## src/rtl/ysyx_23060332_ifu.sv

```systemverilog
// Instruction fetch unit: owns the PC and issues one fetch at a time over a
// valid/ready request and valid-only response channel. It holds each fetched
// word for the IDU until consumed, and applies EXU redirects. An access fault
// parks the unit in a sticky error state until reset.
module ysyx_23060332_ifu #(
  parameter logic [31:0] RESET_PC = 32'h8000_0000,
  parameter logic [31:0] NOP_INST = 32'h0000_0013
) (
  input  logic        clk,
  input  logic        rst,
  output logic        imem_req_valid,
  input  logic        imem_req_ready,
  output logic [31:0] imem_req_addr,
  input  logic        imem_rsp_valid,
  input  logic [31:0] imem_rsp_data,
  input  logic        imem_rsp_err,
  output logic        inst_valid,
  input  logic        inst_ready,
  output logic [31:0] inst_o,
  output logic [31:0] inst_addr,
  input  logic        jump_flag,
  input  logic [31:0] jump_addr,
  output logic        fetch_err
);

  typedef enum logic [2:0] {
    S_IDLE = 3'd0,
    S_REQ  = 3'd1,
    S_WAIT = 3'd2,
    S_HOLD = 3'd3,
    S_ERR  = 3'd4
  } state_e;

  state_e      state_q, state_d;
  logic [31:0] pc_q, pc_d;
  logic [31:0] inst_q, inst_d;
  logic [31:0] inst_addr_q, inst_addr_d;
  // Set when the outstanding request was overtaken by a redirect; its reply
  // must be discarded rather than presented to the IDU.
  logic        stale_q, stale_d;
  logic [31:0] jump_target_s;

  // Redirect targets are forced to word alignment.
  assign jump_target_s = jump_addr & 32'hFFFF_FFFC;

  assign imem_req_valid = (state_q == S_REQ);
  assign imem_req_addr  = pc_q;
  assign inst_valid     = (state_q == S_HOLD);
  assign inst_o         = inst_q;
  assign inst_addr      = inst_addr_q;
  assign fetch_err      = (state_q == S_ERR);

  // Next-state and next-register computation for the fetch sequencer.
  always_comb begin
    state_d     = state_q;
    pc_d        = pc_q;
    inst_d      = inst_q;
    inst_addr_d = inst_addr_q;
    stale_d     = stale_q;
    case (state_q)
      S_IDLE: begin
        state_d = S_REQ;
        if (jump_flag) begin
          pc_d = jump_target_s;
        end else begin
          pc_d = pc_q;
        end
      end
      S_REQ: begin
        // The address already on the bus is accepted even when a redirect
        // lands in the same cycle; stale marks its reply for dropping.
        if (imem_req_ready) begin
          state_d = S_WAIT;
          stale_d = jump_flag;
        end else begin
          state_d = S_REQ;
        end
        if (jump_flag) begin
          pc_d = jump_target_s;
        end else begin
          pc_d = pc_q;
        end
      end
      S_WAIT: begin
        if (jump_flag) begin
          pc_d = jump_target_s;
        end else begin
          pc_d = pc_q;
        end
        if (imem_rsp_valid && imem_rsp_err) begin
          state_d = S_ERR;
        end else if (imem_rsp_valid && (stale_q || jump_flag)) begin
          stale_d = 1'b0;
          state_d = S_REQ;
        end else if (imem_rsp_valid) begin
          inst_d      = imem_rsp_data;
          inst_addr_d = pc_q;
          state_d     = S_HOLD;
        end else if (jump_flag) begin
          stale_d = 1'b1;
        end else begin
          state_d = S_WAIT;
        end
      end
      S_HOLD: begin
        // A redirect discards the held instruction even if the IDU is ready.
        if (jump_flag) begin
          pc_d    = jump_target_s;
          inst_d  = NOP_INST;
          state_d = S_REQ;
        end else if (inst_ready) begin
          pc_d    = pc_q + 32'd4;
          state_d = S_REQ;
        end else begin
          state_d = S_HOLD;
        end
      end
      S_ERR: begin
        state_d = S_ERR;
      end
      default: begin
        state_d = S_IDLE;
        pc_d    = RESET_PC;
        stale_d = 1'b0;
      end
    endcase
  end

  // State and datapath registers with synchronous reset.
  always_ff @(posedge clk) begin
    if (rst) begin
      state_q     <= S_IDLE;
      pc_q        <= RESET_PC;
      stale_q     <= 1'b0;
      inst_q      <= NOP_INST;
      inst_addr_q <= RESET_PC;
    end else begin
      state_q     <= state_d;
      pc_q        <= pc_d;
      stale_q     <= stale_d;
      inst_q      <= inst_d;
      inst_addr_q <= inst_addr_d;
    end
  end

endmodule

```

## config.mk

```make
export PLATFORM = sky130hd
export DESIGN_NAME = ysyx_23060332_ifu
export DESIGN_NICKNAME = d
export VERILOG_FILES = /design/src/rtl/ysyx_23060332_ifu.sv
export SDC_FILE = /design/constraint.sdc
export NUM_CORES = 1
export LEC_CHECK = 0
export BUFFER_PORTS_ARGS = -buffer_cell sky130_fd_sc_hd__buf_2
export CELL_PAD_IN_SITES_DETAIL_PLACEMENT = 0
export CELL_PAD_IN_SITES_GLOBAL_PLACEMENT = 1
export CORE_MARGIN = 2
export CORE_UTILIZATION = 30
export CTS_BUF_LIST = sky130_fd_sc_hd__clkbuf_8
export CTS_CLUSTER_DIAMETER = 30
export CTS_CLUSTER_SIZE = 28
export DETAILED_ROUTE_END_ITERATION = 12
export GPL_TIMING_DRIVEN = 0
export MAX_ROUTING_LAYER = met4
export PLACE_DENSITY = 0.74
export SETUP_SLACK_MARGIN = 0.5
export SYNTH_ARGS = -nofsm -noshare
export SYNTH_HDL_FRONTEND = slang
export SYNTH_SLANG_ARGS = --single-unit
```

## constraint.sdc

```tcl
create_clock -name clk -period 3.1 [get_ports clk]
set_input_delay 0 -clock clk [delete_from_list [all_inputs] [get_ports clk]]
set_output_delay 0 -clock clk [all_outputs]
set_load 0.01 [all_outputs]
```

==> flow_metrics.py, run 1 <==
metrics = {
    "setup_path": {
        "crit_path_frequent_cell": "nand3_1",
        "slowest_stage": "dlygate4sd3_1",
        "worstRegToRegCells": 7,
        "criticalPathCategory": "flip-flop to flip-flop",
        "crit_path_max_fanout": 10,
        "cp_slowest_stage_delay_ps": 560,
        "worstPathCellList": "buf_2 > nand3_1 > nand3_1 > nor2_1 > o21ai_0 > o211ai_1 > dlygate4sd3_1",
        "cp-end-kind": "flip-flop",
        "crit_family": "simple AND/OR/NAND/NOR gates",
        "cp.arrival_ps": 2680,
        "path_depth": 7,
        "critPathLaunchType": "flip-flop",
        "worstPathRequired_ps": 3440,
        "crit_buf_inv": 2,
    },
    "grt": {
        "grt_max_degree": 15,
        "antenna_found_initial": 1,
        "grt_pass1_vias": 4696,
        "grt_util_all_layers_pct": 19.8,
        "overflow": 0,
        "grt_pass1_wl_mm": 24.2,
    },
    "timing": {
        "whs_ps": 4.99,
        "setup_tns_ps": 0,
        "finalSetupViolations": 0,
        "tightestPinTransition_ps": 750,
        "rsz0062_at_grt": "false",
        "fin_ws_ps": 761,
        "skew_ps": 10.3,
        "max-slew-margin-rel_pct": 49.8,
        "period_needed_ps": 2340,
        "finalHoldViolations": 0,
        "clock.fmax_mhz": 427,
        "fin_crit_sh_pct": 75.5,
        "drv_slew": 0,
    },
    "floorplanning": {
        "die_width_um": 125,
        "row_count": 44,
        "design.core.area_um2": 14400,
        "dieArea_um2": 15600,
        "start_util_pct": 30.4,
        "ios": 170,
        "dieHeight_um": 125,
    },
    "detailed_routing": {
        "viasPerCell": 5.01,
        "vias": 4777,
        "drtIter0Drc": 221,
        "ant_nets": 0,
        "wl_per_cell_um": 15.8,
        "drt-total-wl_mm": 15.1,
        "dr.pass1.iters": 5,
        "drt_drc_violations_left": 0,
    },
    "synthesis": {
        "synthDominantCellAreaShare_pct": 44.0,
        "synth-main-ff-cell": "dfxtp_1",
        "async_flop_share_pct": 0,
        "synth_cells": 526,
        "synth_common_cells": "96 x dfxtp_1, 81 x nand2_1, 53 x nor2_1",
        "syn_avg_cell_area_um2": 8.31,
        "synth_top_cell_by_area": "dfxtp_1",
        "ys_seq_area_share_pct": 44.0,
        "synth_top_cells_by_area": "dfxtp_1 44%, a22oi_1 7.6%, nand2_1 7.0%, nor2_1 4.6%, a21oi_1 3.9%",
        "synthesis.area_um2": 4370,
        "ys_ff_latch": 96,
        "ys_warn_count": 0,
        "synth_edf_count": 0,
        "ys_types": 58,
        "synth_most_common_cell": "dfxtp_1",
    },
    "power_and_ir_drop": {
        "p_per_area_nw_per_um2": 411,
        "irDropWorstVdd_mv": 0.189,
        "power_mw": 2.57,
        "p_leak_nw": 2.66,
    },
    "clocking": {
        "clock-sinks": 96,
        "cts_buffer_depth": 2,
        "cts_buffers": 9,
        "clk_pin_slew_ps": 90,
        "cts_setup_buffers": 0,
        "root_buffer": "clkbuf_8",
        "clock_latency_ps": 390,
        "htree_levels": 3,
        "cts_tree": "done",
    },
    "final_layout": {
        "multi_input_area_um2": 2210,
        "regArea_um2": 1920,
        "final_nets": 835,
        "syn2layout_area_growth_pct": 43.0,
        "finalInstanceArea_um2": 6250,
        "nFillCells": 1480,
        "final_layout_size_suffix_gt1_share_pct": 27.6,
    },
    "place": {
        "dp_slack_ps": 998,
        "io_buffers": 162,
        "placedInstanceArea_um2": 5420,
        "hpwl_mm": 10.8,
        "gp_congestion": 0.854,
    },
    "hold_path": {
        "hold_depth": 3,
        "holdCritPathClass": "input pin to flip-flop",
    },
    "run": {
        "max_cap_violations": 0,
    },
    "run_status": {
        "status": "complete, no violations",
    },
}
## final cells by class
| class | count | share of cell area [%] |
|---|---|---|
| multi-input combinational | 384 | 35.4 |
| tap | 184 | 3.68 |
| timing repair buffer | 223 | 22.7 |
| sequential | 96 | 30.7 |
| clock buffer | 10 | 2.20 |
| antenna | 1 | 0.0400 |
| buffer | 44 | 3.64 |
| clock inverter | 6 | 1.22 |
| inverter | 5 | 0.300 |
## through the flow
step | std cells | util (%)
after global placement | 875 | 37.7
after global routing | 953 | 43.5
after detailed placement | 875 | 37.7
final | 953 | 43.5
after floorplan | 529 | -
after CTS | 951 | 43.4
## worst paths after layout
| kind | from | endpoint | slack [ps] |
|---|---|---|---|
| worst max-delay path | state_q[1]$_SDFFE_PP0P_ | imem_req_addr[13]$_SDFFE_PP0P_ | 760 |
| worst min-delay path | jump_addr[19] | imem_req_addr[19]$_SDFFE_PP0P_ | 5 |
| worst max register to register | state_q[1]$_SDFFE_PP0P_ | imem_req_addr[13]$_SDFFE_PP0P_ | 760 |
| worst min register to register | inst_addr[20]$_SDFFE_PP0P_ | inst_addr[20]$_SDFFE_PP0P_ | 460 |
## power breakdown
group	total (mW)	internal [mW]	switching, mW
clock	0.918	0.467	0.450
sequential	1.32	1.26	0.0517
combinational	0.337	0.170	0.166
## placed cells by master, fill, tap and decap left out, types with 13 or more instances in the layout
cell	synthesis	layout
nand2_1	81	81
dlygate4sd3_1	0	61
a21oi_1	34	34
nand3_1	15	15
buf_2	16	178
a22oi_1	44	44
nor2_1	53	53
dfxtp_1	96	96
clkbuf_1	16	16
o22ai_1	13	13
o21ai_0	19	19
## worst reg2reg max path: cells and delay by family (launching register included)
| family | cells | cell delay [ps] |
|---|---|---|
| buffers and inverters | 2 | 740 |
| AND/OR/NAND/NOR | 3 | 900 |
| flip-flops | 1 | 340 |
| AO/OA/AOI/OAI | 2 | 310 |
## cell families (layout without fill, tap and decap cells)
group / count (synthesis) / count (layout) / share of synthesized area (%)
muxes: 6 / 6 / 1.37
other: 1 / 5 / 0.0858
xor gates and xnor gates: 9 / 9 / 1.80
AOI/OAI and AO/OA: 140 / 140 / 21.3
adders and majority gates: 1 / 1 / 0.286
DFF: 96 / 96 / 44.0
and+or+nand+nor: 224 / 224 / 25.6
buffers and inverters: 49 / 288 / 5.64
## state kept, by name, indices dropped and copies added (netlist names)
register       cells
state_q            3
inst_o            32
stale_q            1
imem_req_addr     30
inst_addr         30
## routing by layer
metal  part of all wire, %  up-vias  GRT usage [%]
met2                    47      172           32.4
met1                    45     2220           24.2
li1                      -     2359              -
met5                     0        -              -
met4                   2.3        0           7.87
met3                   5.9       26           3.52
## repair_timing
action | CTS | global route
endpoints found under the hold margin | 57 | 1
hold buffers | 60 | 1
resized for setup | 0 | 0
Note: power is estimated with default switching activity, not from simulation.
==> inputs of run 2 (changes only) <==
--- a/config.mk
+++ b/config.mk
@@ -5,6 +5,7 @@
 export SDC_FILE = /design/constraint.sdc
 export NUM_CORES = 1
 export LEC_CHECK = 0
+export ABC_AREA = 1
 export BUFFER_PORTS_ARGS = -buffer_cell sky130_fd_sc_hd__buf_2
 export CELL_PAD_IN_SITES_DETAIL_PLACEMENT = 0
 export CELL_PAD_IN_SITES_GLOBAL_PLACEMENT = 1
@@ -16,7 +17,7 @@
 export DETAILED_ROUTE_END_ITERATION = 12
 export GPL_TIMING_DRIVEN = 0
 export MAX_ROUTING_LAYER = met4
-export PLACE_DENSITY = 0.74
+export PLACE_DENSITY = 0.8
 export SETUP_SLACK_MARGIN = 0.5
 export SYNTH_ARGS = -nofsm -noshare
 export SYNTH_HDL_FRONTEND = slang
==> constraint.sdc (replaced) <==
create_clock -name clk -period 2 [get_ports clk]
set_input_delay 0 -clock clk [delete_from_list [all_inputs] [get_ports clk]]
set_output_delay 0 -clock clk [all_outputs]
set_load 0.01 [all_outputs]
==> run 2 against run 1 <==
Power rose by 72%. Worst hold slack improved by 31 ps. Sequential share of layout area fell by 6.8 points. Largest cell class unchanged. Wire length rose by 27%. Clock power rose by 62%. Global-route usage rose by 2.3 points. Synthesized area rose by 5.4%. Clock skew barely moved. Combinational power rose to 2.6 times the previous value. Highest routed layer unchanged. First-iteration DRC count rose by 20%.
==> flow_metrics.py, run 2 <==
metrics = {
    "place": {
        "hpwl_mm": 12.1,
        "gp_congestion": 0.841,
        "placedInstanceArea_um2": 5730,
        "io_buffers": 162,
    },
    "power_and_ir_drop": {
        "clkPwrFrac_pct": 33.6,
        "p_leak_nw": 3.72,
        "combPwrFrac_pct": 19.4,
        "p_per_area_nw_per_um2": 530,
        "seqPwrFrac_pct": 46.9,
        "switching_share_pct": 29.7,
        "p_sw_mw": 1.31,
        "intPower_mw": 3.11,
        "irDropWorstVdd_mv": 0.314,
    },
    "hold_path": {
        "hold_depth": 5,
        "holdCritPathClass": "input pin to flip-flop",
    },
    "timing": {
        "fin_crit_sh_pct": 83.5,
        "clock.fmax_mhz": 599,
        "tightestPinTransition_ps": 808,
        "max-slew-margin-rel_pct": 46.1,
        "drv_slew": 0,
        "setup_tns_ps": 0,
        "finalHoldViolations": 0,
        "period_needed_ps": 1670,
        "skew_ps": 9.83,
        "finalSetupViolations": 0,
        "rsz0062_at_grt": "true",
    },
    "clocking": {
        "cts_buffer_depth": 2,
        "clk_pin_slew_ps": 100,
        "clock-sinks": 96,
        "clock_latency_ps": 400,
        "htree_levels": 3,
        "cts_tree": "done",
        "cts_buffers": 9,
        "root_buffer": "clkbuf_8",
    },
    "synthesis": {
        "ys_seq_area_share_pct": 41.7,
        "synth_edf_count": 0,
        "synth-main-ff-cell": "dfxtp_1",
        "syn_avg_cell_area_um2": 6.47,
        "synth_top_cell_by_area": "dfxtp_1",
        "async_flop_share_pct": 0,
        "ys_warn_count": 0,
        "ys_ff_latch": 96,
        "synth_cells": 712,
        "synthesis.area_um2": 4610,
        "synth_common_cells": "248 x nand2_1, 96 x dfxtp_1, 85 x nor2_1",
        "synth_most_common_cell": "nand2_1",
        "synthDominantCellAreaShare_pct": 41.7,
        "synth_top_cells_by_area": "dfxtp_1 42%, nand2_1 20%, a21oi_1 8.9%, nor2_1 6.9%, o21ai_0 5.4%",
        "ys_types": 32,
    },
    "grt": {
        "grt_pass1_wl_mm": 27.5,
        "gr-usage-met2_pct": 36.5,
        "grt_max_degree": 17,
        "use_met1_pct": 27.7,
        "grt_pass1_vias": 5373,
        "gr-usage-met3_pct": 3.55,
        "overflow": 0,
        "grt_util_all_layers_pct": 22.1,
        "gr-max-usage-layer": "met2",
        "antenna_found_initial": 0,
    },
    "detailed_routing": {
        "drt-total-wl_mm": 19.1,
        "drt_drc_violations_left": 0,
        "dr.pass1.iters": 5,
        "vias": 5840,
        "ant_nets": 0,
        "drtIter0Drc": 266,
        "viasPerCell": 4.84,
        "wl_per_cell_um": 15.8,
    },
    "final_layout": {
        "finalInstanceArea_um2": 8340,
        "diodes": 0,
        "nFillCells": 1424,
        "largest_reg_flops": 32,
        "layout_common_cells": "187 x nand2_1, 163 x buf_2, 69 x dfxtp_1",
        "final_nets": 1087,
        "syn2layout_area_growth_pct": 81.0,
        "final_layout_size_suffix_gt1_share_pct": 46.5,
        "final_common_cell": "nand2_1",
    },
    "setup_path": {
        "cp.arrival_ps": 2000,
        "worstRegToRegCells": 10,
        "crit_path_max_fanout": 6,
        "cp-end-kind": "flip-flop",
        "worstPathRequired_ps": 2330,
        "critPathLaunchType": "flip-flop",
        "criticalPathCategory": "flip-flop to flip-flop",
    },
    "floorplanning": {
        "start_util_pct": 30.5,
        "ios": 170,
        "design.core.area_um2": 15100,
        "dieArea_um2": 16400,
        "die_width_um": 128,
        "row_count": 45,
        "dieHeight_um": 128,
    },
    "run": {
        "max_cap_violations": 0,
    },
    "run_status": {
        "status": "complete, no violations",
    },
}
run 2: cell count changes in the layout (fill, tap and decap cells not counted), sizes merged, moves of 7 or more:
cell	before	now
o22ai	13	4
nor2b	9	0
a22oi	44	0
a21oi	34	82
inv	8	55
nand2	81	250
xnor2	8	1
buf	189	240
nand3	17	32
nor3	12	3
nor4	14	1
nor2	53	92
and2	10	0
o21ai	20	50
run 2: area by class of cell:
type                            count  area, um^2  area share, %
Buffer                             35         335           4.02
Clock buffer                        9         124           1.49
Clock inverter                      6        92.6           1.11
Inverter                           54         228           2.73
Multi-Input combinational cell    530        3070           36.8
Sequential cell                    96        2000           24.0
Tap cell                          188         235           2.82
Timing Repair Buffer              288        2250           26.9
Timing Repair inverter              1        7.51         0.0900
run 2: per-stage QoR:
step / setup WS (ps) / std cells / hold WS [ps] / power (mW) / utilization [%]
6_report: 330 / 1207 / 35.6 / 4.42 / 55.3
5_1_grt: 267 / 1207 / 87.7 / 4.58 / 55.3
4_1_cts: 331 / 1170 / 19.0 / 4.25 / 47.2
3_5_place_dp: 103 / 1065 / 234 / 2.62 / 37.9
3_3_place_gp: 124 / 1065 / 228 / 2.62 / 37.9
2_1_floorplan: 479 / 715 / 136 / 2.38 / -
run 2: cells by family (layout without fill, tap and decap cells):
family          count (synthesis)  after routing  share of synthesized area (%)
other cells                     1              4                         0.0814
fa+ha+maj                       1              1                          0.272
simple gates                  382            382                           33.7
xor+xnor                        1              1                          0.190
buf+inv                        89            393                           8.17
flops                          96             96                           41.7
compound gates                142            142                           15.9
run 2: critical path: stages (launching register included):
cell,delay [ps]
dfxtp_4,390
buf_6,110
a21oi_2,50
nand2_1,120
nand2_4,80
nor2_8,150
inv_8,60
nor2_4,250
clkbuf_16,220
nand2_2,60
a21oi_2,110
run 2: final timing paths:
check / startpoint / end / slack, ps
worst min register to register: inst_o[6]$_SDFFE_PP0P_ / inst_o[6]$_SDFFE_PP0P_ / 470
worst max register to register: state_q[2]$_SDFFE_PP0P_ / imem_req_addr[28]$_SDFFE_PP0P_ / 330
worst min-delay path: jump_addr[8] / imem_req_addr[8]$_SDFFE_PP0P_ / 40
worst max-delay path: state_q[2]$_SDFFE_PP0P_ / imem_req_addr[28]$_SDFFE_PP0P_ / 330
run 2: what timing repair did:
| action | in CTS | in global routing |
|---|---|---|
| hold buffers | 63 | 0 |
| gates resized for setup | 94 | 272 |
| buffers inserted | 22 | 28 |
| endpoints found under the setup margin | 90 | 93 |
| pin swaps | 14 | 58 |
| hold endpoints to repair | 64 | 0 |
| cloned | 5 | 9 |
run 2: layer usage:
layer,wire length [um],up-vias
li1,-,2891
met1,8430,2719
met2,9220,199
met3,993,31
met4,477,0
met5,0,-
run 2: power by group through the flow:
stage	combinational, mW	clock, mW	sequential (mW)
2_1_floorplan	0.268	0	2.11
3_3_place_gp	0.503	0	2.11
3_5_place_dp	0.504	0	2.11
4_1_cts	0.678	1.50	2.07
5_1_grt	0.928	1.57	2.09
6_report	0.860	1.49	2.08
==> inputs of run 3 (changes only) <==
--- a/config.mk
+++ b/config.mk
@@ -17,7 +17,7 @@
 export DETAILED_ROUTE_END_ITERATION = 12
 export GPL_TIMING_DRIVEN = 0
 export MAX_ROUTING_LAYER = met4
-export PLACE_DENSITY = 0.8
+export PLACE_DENSITY = 0.77
 export SETUP_SLACK_MARGIN = 0.5
 export SYNTH_ARGS = -nofsm -noshare
 export SYNTH_HDL_FRONTEND = slang
==> constraint.sdc (replaced) <==
create_clock -name clk -period 1.6 [get_ports clk]
set_input_delay 0 -clock clk [delete_from_list [all_inputs] [get_ports clk]]
set_output_delay 0 -clock clk [all_outputs]
set_load 0.01 [all_outputs]
==> run 3 against run 2 <==
The flow now finishes with violations (negative setup slack). Cell count increased by 0.25%. Worst hold slack got worse by 22 ps. Largest power group unchanged. Via count decreased by 1.0%. Combinational power increased by 19%. Setup slack got worse by 370 ps. Largest cell class unchanged. First-iteration DRC count decreased by 6.8%. Sequential power increased by 25%. Register-to-register slack got worse by 370 ps. Clock power increased by 9%. Fmax increased by 2.0%. Power increased by 18%.
==> flow_metrics.py, run 3 (synthesized netlist as in run 2, its figures left out) <==
metrics = {
    "run_status": {
        "status": "finished with violations",
        "failed_checks": "negative setup slack",
    },
    "detailed_routing": {
        "ant_nets": 0,
        "drt-total-wl_mm": 18.8,
        "wl_per_cell_um": 15.6,
        "vias": 5781,
        "drt_drc_violations_left": 0,
        "viasPerCell": 4.78,
        "drtIter0Drc": 248,
        "dr.pass1.iters": 5,
    },
    "grt": {
        "grt_pass1_wl_mm": 28.6,
        "grt_util_all_layers_pct": 23.0,
        "overflow": 0,
        "grt_max_degree": 19,
        "grt_pass1_vias": 5421,
        "antenna_found_initial": 0,
    },
    "clocking": {
        "clk_pin_slew_ps": 100,
        "cts_buffer_depth": 2,
        "clock_latency_ps": 400,
        "htree_levels": 3,
        "cts_tree": "done",
        "clock-sinks": 96,
        "root_buffer": "clkbuf_8",
        "cts_buffers": 9,
    },
    "hold_path": {
        "min_from": "jump_addr[23]",
        "holdCritPathClass": "input pin to flip-flop",
    },
    "power_and_ir_drop": {
        "irDropWorstVdd_mv": 0.413,
        "p_per_area_nw_per_um2": 627,
        "p_leak_nw": 3.69,
        "power_mw": 5.23,
    },
    "place": {
        "gp_congestion": 0.880,
        "hpwl_mm": 12.3,
        "io_buffers": 162,
    },
    "final_layout": {
        "final_layout_size_suffix_gt1_share_pct": 48.2,
        "layout_common_cells": "187 x nand2_1, 161 x buf_2, 68 x dfxtp_1",
        "nFillCells": 1452,
        "syn2layout_area_growth_pct": 81.2,
        "largest_reg_flops": 32,
        "final_common_cell": "nand2_1",
        "diodes": 0,
        "final_nets": 1089,
    },
    "setup_path": {
        "r2r-start": "state_q[1]$_SDFFE_PP0P_",
        "cp.arrival_ps": 1950,
        "worstSetupStartpoint": "state_q[1]$_SDFFE_PP0P_",
        "criticalPathCategory": "flip-flop to flip-flop",
        "slowest_stage": "dfxtp_4",
        "cp_slowest_stage_delay_ps": 410,
        "crit_buf_inv": 4,
        "critPathLaunchType": "flip-flop",
        "cp-end-kind": "flip-flop",
        "worstPathCellList": "nor2_2 > inv_1 > nor2_2 > inv_2 > nand2_2 > nor2_8 > inv_6 > nor2_4 > buf_6 > nand2_2 > a21oi_1",
        "worstPathRequired_ps": 1920,
        "crit_family": "simple AND/OR/NAND/NOR gates",
        "crit_path_max_fanout": 5,
    },
    "timing": {
        "skew_ps": 17.0,
        "finalSetupViolations": 31,
        "period_needed_ps": 1640,
        "clock.fmax_mhz": 611,
        "max-slew-margin-rel_pct": 40.1,
        "drv_slew": 0,
        "rsz0062_at_grt": "true",
        "tightestPinTransition_ps": 898,
        "whs_ps": 13.8,
        "setup_tns_ps": -313,
        "fin_crit_sh_pct": 102,
        "fin_ws_ps": -36.9,
        "finalHoldViolations": 0,
    },
    "floorplanning": {
        "start_util_pct": 30.5,
        "die_width_um": 128,
        "dieHeight_um": 128,
        "ios": 170,
        "dieArea_um2": 16400,
        "design.core.area_um2": 15100,
        "row_count": 45,
    },
    "run": {
        "max_cap_violations": 0,
    },
}
==> run 3: cell types whose count changed in the layout (fill, tap and decap cells not counted), sizes merged <==
cell         change
bufbuf           -1
bufinv           -2
clkinv           -1
inv              +3
dlygate4sd3      -1
buf              +5
==> run 3: metrics by stage <==
| stage | utilization (%) | std cells | cell area (um^2) | setup WS [ps] |
|---|---|---|---|---|
| after floorplan | - | 715 | 4690 | 79.0 |
| after global placement | 38.0 | 1065 | 5730 | -269 |
| after detailed placement | 38.0 | 1065 | 5730 | -250 |
| after CTS | 50.7 | 1189 | 7650 | -53.5 |
| after global routing | 55.3 | 1210 | 8350 | -134 |
| final | 55.3 | 1210 | 8350 | -36.9 |
==> run 3: final timing paths <==
kind / to / slack, ps / depth (start not counted)
setup / recovery: imem_req_addr[21]$_SDFFE_PP0P_ / -40 / 11
hold / removal: imem_req_addr[23]$_SDFFE_PP0P_ / 10 / 5
setup reg to reg: imem_req_addr[21]$_SDFFE_PP0P_ / -40 / 11
hold reg to reg: inst_o[18]$_SDFFE_PP0P_ / 470 / 2
==> run 3: timing repair <==
item / CTS / global route
cloned: 11 / 1
gates resized for setup: 235 / 157
pin swaps: 55 / 55
buffers inserted: 35 / 20
hold buffers: 62 / 0
endpoints found under the hold margin: 63 / 0
endpoints found under the setup margin: 102 / 104
==> run 3: power by group <==
part | internal (mW) | switching (mW) | total [mW]
clock network | 0.597 | 1.02 | 1.62
logic | 0.495 | 0.523 | 1.02
registers | 2.46 | 0.134 | 2.59
total | 3.55 | 1.68 | 5.23
==> run 3: cell type report <==
type / count / area (um^2) / share of cell area [%]
buffer: 35 / 373 / 4.47
clock buffer: 9 / 124 / 1.48
clock inverter: 7 / 58.8 / 0.704
inverter: 54 / 238 / 2.85
multi-input combinational: 530 / 3160 / 37.9
sequential: 96 / 2010 / 24.1
tap: 188 / 235 / 2.82
timing repair buffer: 291 / 2150 / 25.7
==> run 3: routing by layer <==
metal | track usage [%] | wire [um] | vias up
li1 | - | - | 2886
met1 | 29.1 | 8340 | 2701
met2 | 37.8 | 9170 | 169
met3 | 3.76 | 955 | 25
met4 | 6.79 | 374 | 0
met5 | - | 0 | -
==> run 3: worst min-delay path: stages <==
cell	delay (ps)
buf_2	100
nand2_1	90
nand2_1	80
nand2_2	60
a21oi_1	50
